===== config.mk =====
export PLATFORM = sky130hd
export DESIGN_NAME = rr_arbiter_4
export DESIGN_NICKNAME = d
export VERILOG_FILES = /design/src/rtl/rr_arbiter_4.sv
export SDC_FILE = /design/constraint.sdc
export NUM_CORES = 1
export LEC_CHECK = 0
export ABC_CLOCK_PERIOD_IN_PS = 2100
export BUFFER_PORTS_ARGS = -buffer_cell sky130_fd_sc_hd__buf_2
export CAP_MARGIN = 20
export CORE_UTILIZATION = 30
export DETAILED_ROUTE_END_ITERATION = 8
export SYNTH_ARGS = -nofsm -noshare
export SYNTH_HDL_FRONTEND = slang
export SYNTH_SLANG_ARGS = --single-unit

===== constraint.sdc =====
create_clock -name clk -period 2.1 [get_ports clk]
set_clock_uncertainty 0.2 [all_clocks]
set_input_delay 0.105 -clock clk [delete_from_list [all_inputs] [get_ports clk]]
set_output_delay 0.105 -clock clk [all_outputs]
set_load 0.005 [all_outputs]

===== src/rtl/rr_arbiter_4.sv =====
// rr_arbiter_4: four-way round-robin arbiter in front of a 2-to-4 decoder select bus.
//
// A winner keeps its grant for as long as it keeps its request asserted. Fairness comes
// from a rotating priority pointer that moves just past the last owner whenever a grant is
// released. Every handover passes through at least one cycle with gnt = 0, so the decoder
// select never switches directly from one owner to another.
//
// Optional feature: define ARB_TIMEOUT_EN to revoke a grant after HOLD_MAX consecutive
// cycles. A revoke pulses `to` for one cycle. Without the macro, grants are held
// indefinitely and `to` stays 0.
//
// Parameters:
//   HOLD_MAX  maximum consecutive grant cycles before a forced revoke (2..255). It is only
//             used when ARB_TIMEOUT_EN is defined.
// Ports:
//   clk   in   clock; every state update happens on the rising edge
//   rst   in   synchronous active-high reset
//   e     in   enable; when it is low, no grant is issued and any held grant is dropped
//   req   in   [3:0] request vector; bit n belongs to requester n
//   gnt   out  [3:0] registered one-hot grant; 0 when no grant is held
//   gidx  out  [1:0] registered index of the owner; it holds its last value while idle
//   busy  out  high while a grant is held; this is the decoder enable
//   to    out  one-cycle pulse after a timeout revoke

module rr_arbiter_4 #(
  parameter int unsigned HOLD_MAX = 8
) (
  input  logic       clk,
  input  logic       rst,
  input  logic       e,
  input  logic [3:0] req,
  output logic [3:0] gnt,
  output logic [1:0] gidx,
  output logic       busy,
  output logic       to
);

`ifdef ARB_TIMEOUT_EN
  localparam bit TimeoutEn = 1'b1;
`else
  localparam bit TimeoutEn = 1'b0;
`endif

  localparam logic [7:0] HoldLast = 8'(HOLD_MAX - 1);

  typedef enum logic [0:0] {StIdle, StGrant} state_e;

  state_e     state_q, state_d;
  logic [1:0] ptr_q, ptr_d;
  logic [7:0] cnt_q, cnt_d;
  logic [3:0] gnt_q, gnt_d;
  logic [1:0] gidx_q, gidx_d;
  logic       to_q, to_d;

  logic [1:0] win_idx;
  logic       hold_expired;

  // Scan from ptr+3 down to ptr+0. The lowest offset from ptr that has a request wins.
  always_comb begin
    win_idx = ptr_q;
    for (int k = 3; k >= 0; k--) begin
      if (req[ptr_q + 2'(k)]) begin
        win_idx = ptr_q + 2'(k);
      end
    end
  end

  // This is constant 0 unless the timeout feature is compiled in.
  assign hold_expired = TimeoutEn && (cnt_q == HoldLast);

  always_comb begin
    state_d = state_q;
    ptr_d   = ptr_q;
    cnt_d   = cnt_q;
    gnt_d   = gnt_q;
    gidx_d  = gidx_q;
    to_d    = 1'b0;
    unique case (state_q)
      StIdle: begin
        gnt_d = 4'b0000;
        if (e && (req != 4'b0000)) begin
          gidx_d  = win_idx;
          gnt_d   = 4'b0001 << win_idx;
          cnt_d   = 8'd0;
          state_d = StGrant;
        end
      end
      StGrant: begin
        if (!e) begin
          // Disable wins over release and timeout, and it leaves the pointer alone.
          gnt_d   = 4'b0000;
          state_d = StIdle;
        end else if (!req[gidx_q]) begin
          gnt_d   = 4'b0000;
          ptr_d   = gidx_q + 2'd1;
          state_d = StIdle;
        end else if (hold_expired) begin
          gnt_d   = 4'b0000;
          ptr_d   = gidx_q + 2'd1;
          to_d    = 1'b1;
          state_d = StIdle;
        end else begin
          cnt_d = (cnt_q == 8'hFF) ? cnt_q : cnt_q + 8'd1;
        end
      end
      default: begin
        gnt_d   = 4'b0000;
        state_d = StIdle;
      end
    endcase
  end

  always_ff @(posedge clk) begin
    if (rst) begin
      state_q <= StIdle;
      ptr_q   <= 2'd0;
      cnt_q   <= 8'd0;
      gnt_q   <= 4'b0000;
      gidx_q  <= 2'd0;
      to_q    <= 1'b0;
    end else begin
      state_q <= state_d;
      ptr_q   <= ptr_d;
      cnt_q   <= cnt_d;
      gnt_q   <= gnt_d;
      gidx_q  <= gidx_d;
      to_q    <= to_d;
    end
  end

  assign gnt  = gnt_q;
  assign gidx = gidx_q;
  assign busy = |gnt_q;
  assign to   = to_q;

endmodule


======== Yosys cells after proc, flatten, opt, wreduce, memory -nomap -nowiden ========
Index checks and enable logic that the tools add are counted.
cells by class
  muxes and demuxes ....................... 22
  shifts and indexed selects .............. 1
  $lt $le $gt $ge ......................... 5
  equal/unequal tests ..................... 1
  reduce and logical (&&, ||, !) cells .... 5
  bitwise logic cells ..................... 2
  add/subtract/negate cells ............... 4
operators with widths
  operator                                            count
  < comparator 2 x 3 -> 1 bit, second input constant  5
  two-way mux 4 bit                                   3
  binary-select mux 1 bit (select 2 bit)              5
  two-way mux 1 bit                                   8
  two-way mux 2 bit                                   4
  one-hot mux 4 bit (2 select lines)                  1
  adder 2 x 1 -> 2 bit, second input constant         2
  adder 2 bit, second input constant                  2
  nonzero test 4 bit                                  1
  OR reduction 4 bit                                  1
  << shifter 1 x 2 -> 4 bit, first input constant     1
  inequality test 3 bit, second input constant        1
  AND reduction 3 bit                                 1
  NOT 1 bit                                           2
  one-hot mux 1 bit (2 select lines)                  1
  AND reduction 2 bit                                 1
  logical AND 1 bit                                   1
word-level totals
  output and inout bits ................... 8
  logic and storage cells ................. 44
  flip-flop bits (word level) ............. 9

======== Depth between registers and ports, before layout ========
Gate-level depths: netlist (run 1).
  depth in word-level cells ............... 10
  mapped depth ............................ 5
  depth with buffers taken out ............ 5

======== Worst setup path after synthesis (run 1) ========
No wires, ideal clock.
  path type ............................... flip-flop to flip-flop
  from .................................... register gidx_q[0], in the netlist gidx[0]
  to ...................................... register gnt_q[3], in the netlist gnt[3]
  stages on the path, launching flop included .. 5
  arrival time ............................ 1360 ps
  setup time .............................. 126 ps
  slack ................................... 414 ps
  buffers on the path ..................... 0
  cell sequence ........................... dfxtp_1 -> mux4_2 -> and3_1 -> a32oi_1 -> nor2_1
on the way
  word-level cells in the longest chain between the ends .. 3
ends and longest elaborated chain
  element                                  RTL line  source
  start: declaration                       52        logic [1:0] gidx_q, gidx_d;
  start signal: assignment                 126       gidx_q <= gidx_d;
  binary-select mux 1 bit (select 2 bit)   93        end else if (!req[gidx_q]) begin
  two-way mux 1 bit (not written as such)  93
  inequality test 3 bit (no line)          --
  end signal: assignment                   125       gnt_q <= gnt_d;
  end: declaration                         51        logic [3:0] gnt_q, gnt_d;
Every way passes these cells. The select of a mux whose other input is x is not followed.
A chain may end at the register's enable or synchronous reset.

======== Worst setup path after layout (run 1) ========
Ends and elaborated chain as after synthesis.

==> summary.txt, run 1 <==
Run status = finished, final reports clean
Vias = 439
Setup crit start kind = register
Gpl congestion = 0.780
Ys flop type = dfxtp_1
Pwr dens = 657 mW/mm²
Post-DRT Antenna Nets = 0
Async SR Flop Fraction = 0%
CTS tree = built
Clk pwr share = 35.2%
Worst vdd ir = 0.000355 V
Number of flops mapped to enable cells by yosys = 0
WL final = 1.04 mm
Mapped cell area = 487 µm²
Crit path DAT = 1.72 ns
CP Class = register to register
XOR/XNOR Fraction of Synth Area = 1.80%
Unrepaired setup endpoints after global routing = no
Root Driver = clkbuf_4
HP Class = primary input to register
Post-Synth Adder-Cell Area = 0%
Chip height = 42.3 µm
Register area = 180 µm²
Post-Synthesis Cells = 55
Syn nets = 62
IO Count = 15
# DRC = 0
Maximum capacitance violations = 0
CTS buffer count = 3
Total power = 0.393 mW
Clk pin slew, worst setup/hold paths = 0.07 ns
Nets = 79
Die area = 0.00179 mm²
Final HPWL DP = 780 µm
Worst-path maximum fanout = 5
Final slew viol count = 0
Fin util = 39.7%
Max Clock Freq = 567 MHz
Leakage power = 0.262 nW
Maximum number of pins on one net before global-route repair = 10
Filler cells = 165
Routed len/inst = 12.0 µm
Worst skew pair latency = 0.27 ns
Synth cell types = 27
Global-route usage over all layers = 13.9%
CP endpoint kind = register
Compound-Gate Fraction of Synth Area = 18.3%
Vias/cell = 5.05
Die Width = 42.3 µm
Largest family of logic cells by synthesized area = simple AND/OR/NAND/NOR gates
Min Tclk post-route = 1.76 ns
Sw Pwr = 0.110 mW
Worst path required time = 2.06 ns
Hold Vio Cnt, Final = 0
Router iterations before antenna repair = 4
Dominant cell type by area after synthesis = dfxtp_1
ANT cells = 0
Area of the multi-input gates = 292 µm²
Vias in the first global route = 401
Initial DRC count = 5
Core Footprint = 0.00151 mm²
Gr ovfl total = 0
Slowest stage delay, CP = 0.56 ns
Initial antenna violation count = 0
Initial core utilization = 32.3%
Comb power frac = 17.3%
Row count = 14
Flop pwr share = 47.5%
H-tree depth = 1
Setup tns final = 0 ns
Fin area = 598 µm²
Layout area overhead = 22.9%
Number of port buffers = 13
Final Setup Violations = 0
Internal power = 0.283 mW
Synth Area in Simple Gates = 30.3%
CP Cell Sequence = mux4_2 > and3_1 > a32oi_1 > nor2_1
Share of cells above drive strength 1 = 31.0%
Final hold slack = 0.0447 ns
Synth area leaders = dfxtp_1 (37%), nor2_1 (6.9%), mux4_2 (4.6%)
Crit-path slowest cell = mux4_2
Clock Path Buffers = 2
Switch share = 28.0%
Post-synthesis sequential area ratio = 37.0%
Number of synthesis warnings = 0
Synth cell count leaders = dfxtp_1 (9), nor2_1 (9), nand2_1 (5), a21oi_1 (4)
Post-synthesis register bit count = 9
Sink Count = 9
Final critical-path share of the clock period = 83.9%
First-pass GRT wire length = 1.79 mm
Post-Syn Area per Cell = 8.85 µm²
Placed inst area = 561 µm²
Proportion of synthesized area in mux cells = 8.74%
Top-area cell type share of the netlist area = 37.0%
[power by group through the flow]
stage               combinational (mW)  sequential [mW]  clock, mW
floorplan                       0.0442            0.190          0
global placement                0.0669            0.190          0
detailed placement              0.0672            0.191          0
CTS                             0.0690            0.187      0.144
global route                    0.0761            0.188      0.153
finish                          0.0680            0.187      0.138
[cells in the final DEF, fill, tap and decap left out, types with 2 or more instances in the layout]
cell type / count
mux2i_1: 2
nand2_1: 5
nand3b_1: 2
nor2_1: 9
buf_2: 13
o21ai_0: 2
nor2b_1: 2
dfxtp_1: 9
clkbuf_4: 3
a211oi_1: 2
a21oi_1: 4
[per-stage QoR]
| stage | std cells | setup slack (ns) |
|---|---|---|
| after CTS | 87 | 0.323 |
| after detailed placement | 82 | 0.350 |
| final | 87 | 0.338 |
| after floorplan | 55 | 0.414 |
| after global placement | 82 | 0.408 |
| after global routing | 87 | 0.274 |
[final cells by class]
cell class / instances / area share (%)
multi-input combinational: 43 / 48.7
sequential: 9 / 30.1
timing repair buffer: 14 / 12.6
clock buffer: 3 / 3.77
tap: 16 / 3.35
clock inverter: 1 / 0.837
inverter: 1 / 0.628
[cell families after synthesis]
group | count (synthesis)
buf+inv | 3
flops | 9
mux | 3
other cells | 1
simple gates | 26
xor+xnor | 1
compound gates | 12
[flip-flops by register name, indices dropped and copies added, names as in the netlist]
register / count
gnt: 4
gidx: 2
ptr_q: 2
state_q: 1
[critical path, delay by kind of cell, from the launching register on]
family,cells,cell delay [ns]
compound gates,1,0.16
flops,1,0.43
mux,1,0.56
simple gates,2,0.31
[final timing paths]
path,start,end,slack [ns],cells after the start
worst max-delay path,gidx[0]$_SDFFE_PP0P_,gnt[3]$_SDFFE_PP0P_,0.34,4
worst min-delay path,e,ptr_q[1]$_SDFFE_PP0P_,0.04,5
worst max register to register,gidx[0]$_SDFFE_PP0P_,gnt[3]$_SDFFE_PP0P_,0.34,4
worst min register to register,gnt[2]$_SDFFE_PP0P_,gnt[2]$_SDFFE_PP0P_,0.27,2
[timing repair]
| action | in CTS | in global routing |
|---|---|---|
| gates resized for setup | 0 | 0 |
| hold endpoints to repair | 9 | 0 |
| hold buffers | 1 | 0 |
| setup endpoints to repair | 0 | 0 |
| setup buffers | 0 | 0 |
[metal layers]
layer  vias to the layer above  wire length (µm)  global-route usage, %  part of all wire [%]
li1                        228                 -                      -                     -
met1                       198               504                   17.4                    48
met2                        11               457                   19.7                    44
met3                         2                67                   7.76                   6.4
met4                         0                13                   5.63                   1.2
met5                         -                 0                      0                     0
(Power assumes the default switching activity.)
==> inputs of run 2 (changes only) <==
Settings changed: ABC_CLOCK_PERIOD_IN_PS 2100 to 1500.
Clock period 2.1 ns to 1.5 ns, I/O delays scaled along.
==> summary.txt, run 2 (synthesized netlist as in run 1, its figures left out) <==
Run status = complete, but fails checks
Failing checks = negative hold slack, negative setup slack
Fin util = 43.9%
# DRC = 0
Final hold slack = -0.0947 ns
Slowest stage delay, CP = 0.54 ns
Setup tns final = -0.424 ns
Number of port buffers = 13
Max Clock Freq = 617 MHz
Router iterations before antenna repair = 2
WL final = 1.13 mm
Most frequent cells in the layout = buf_2 (13), nor2_1 (9), dfxtp_1 (7)
IO Count = 15
CTS tree = built
Unrepaired setup endpoints after global routing = yes
Final Setup Violations = 8
Global-route usage over all layers = 13.7%
Clk pin slew, worst setup/hold paths = 0.06 ns
Worst path required time = 1.45 ns
Maximum capacitance violations = 0
CP Class = register to register
CTS buffer count = 3
Hold path start = rst
Initial antenna violation count = 0
Leakage power = 0.295 nW
Worst skew pair latency = 0.26 ns
Placed Cells = 87
Min Tclk post-route = 1.62 ns
Sink Count = 9
Final HPWL DP = 858 µm
Die area = 0.00179 mm²
Most common cell after layout, fill and taps aside = buf_2
Post-DRT Antenna Nets = 0
Setup crit start kind = register
Final slew viol count = 0
Final critical-path share of the clock period = 108%
Vias = 466
Pwr dens = 850 mW/mm²
ANT cells = 0
Core Footprint = 0.00151 mm²
Maximum number of pins on one net before global-route repair = 10
H-tree depth = 1
Routed len/inst = 12.3 µm
Vias/cell = 5.07
Gr ovfl total = 0
HP Class = primary input to register
Root Driver = clkbuf_4
Crit-path slowest cell = mux4_2
First-pass GRT wire length = 1.91 mm
Worst-path maximum fanout = 5
CP endpoint kind = register
Initial DRC count = 10
Chip height = 42.3 µm
Vias in the first global route = 450
Clock Path Buffers = 2
Reg2reg start = gidx[0]$_SDFFE_PP0P_
CP startpoint = gidx[0]$_SDFFE_PP0P_
Hold Vio Cnt, Final = 9
Largest delay share family, worst path = multiplexers
Layout area overhead = 36.0%
Max FFs per register = 4
Die Width = 42.3 µm
Total power = 0.563 mW
Worst vdd ir = 0.000349 V
Initial core utilization = 32.3%
PnR worst setup slack = -0.122 ns
Row count = 14
Worst path buffer plus inverter count = 0
Share of cells above drive strength 1 = 43.4%
Non-Filler Instances = 92
CP Cell Sequence = mux4_2 > and3_4 > a32oi_2 > nor2_1
Nets = 84
Crit path DAT = 1.57 ns
Gpl congestion = 0.792
-- run 2: worst paths after layout --
kind | endpoint | slack [ns] | cells past startpoint
worst max-delay path | gnt[3]$_SDFFE_PP0P_ | -0.12 | 4
worst min-delay path | ptr_q[1]$_SDFFE_PP0P_ | -0.09 | 2
worst max register to register | gnt[3]$_SDFFE_PP0P_ | -0.12 | 4
worst min register to register | gnt[2]$_SDFFE_PP0P_ | 0.27 | 2
-- run 2: metrics by stage --
stage | area [µm²] | hold WS [ns] | setup slack, ns
floorplan | 495 | 0.136 | -0.0650
global placement | 607 | 0.161 | -0.0799
detailed placement | 607 | 0.170 | -0.0954
CTS | 634 | -0.109 | -0.107
global route | 662 | -0.0966 | -0.172
finish | 662 | -0.0947 | -0.122
-- run 2: what timing repair did --
action | in CTS | in global routing
pin swaps | 0 | 2
setup buffers | 0 | 1
endpoints found under the setup margin | 7 | 9
resized for setup | 2 | 4
hold endpoints to repair | 9 | 9
-- run 2: metal layers --
layer	part of all wire (%)	up-vias	GRT usage (%)
met2	48	13	20.3
met4	0	0	7.50
met1	49	216	19.5
li1	-	237	-
met3	3.1	0	1.29
met5	0	-	0
-- run 2: layout make-up --
class / count / area [µm²]
Fill cell: 156 / 845
Multi-Input combinational cell: 43 / 317
Sequential cell: 9 / 185
Timing Repair Buffer: 19 / 110
Clock buffer: 4 / 26.3
Tap cell: 16 / 20.0
Inverter: 1 / 3.75
-- run 2: power by group --
group          internal (mW)  switching (mW)
clock network          0.102          0.0831
registers              0.250          0.0105
logic                 0.0601          0.0571
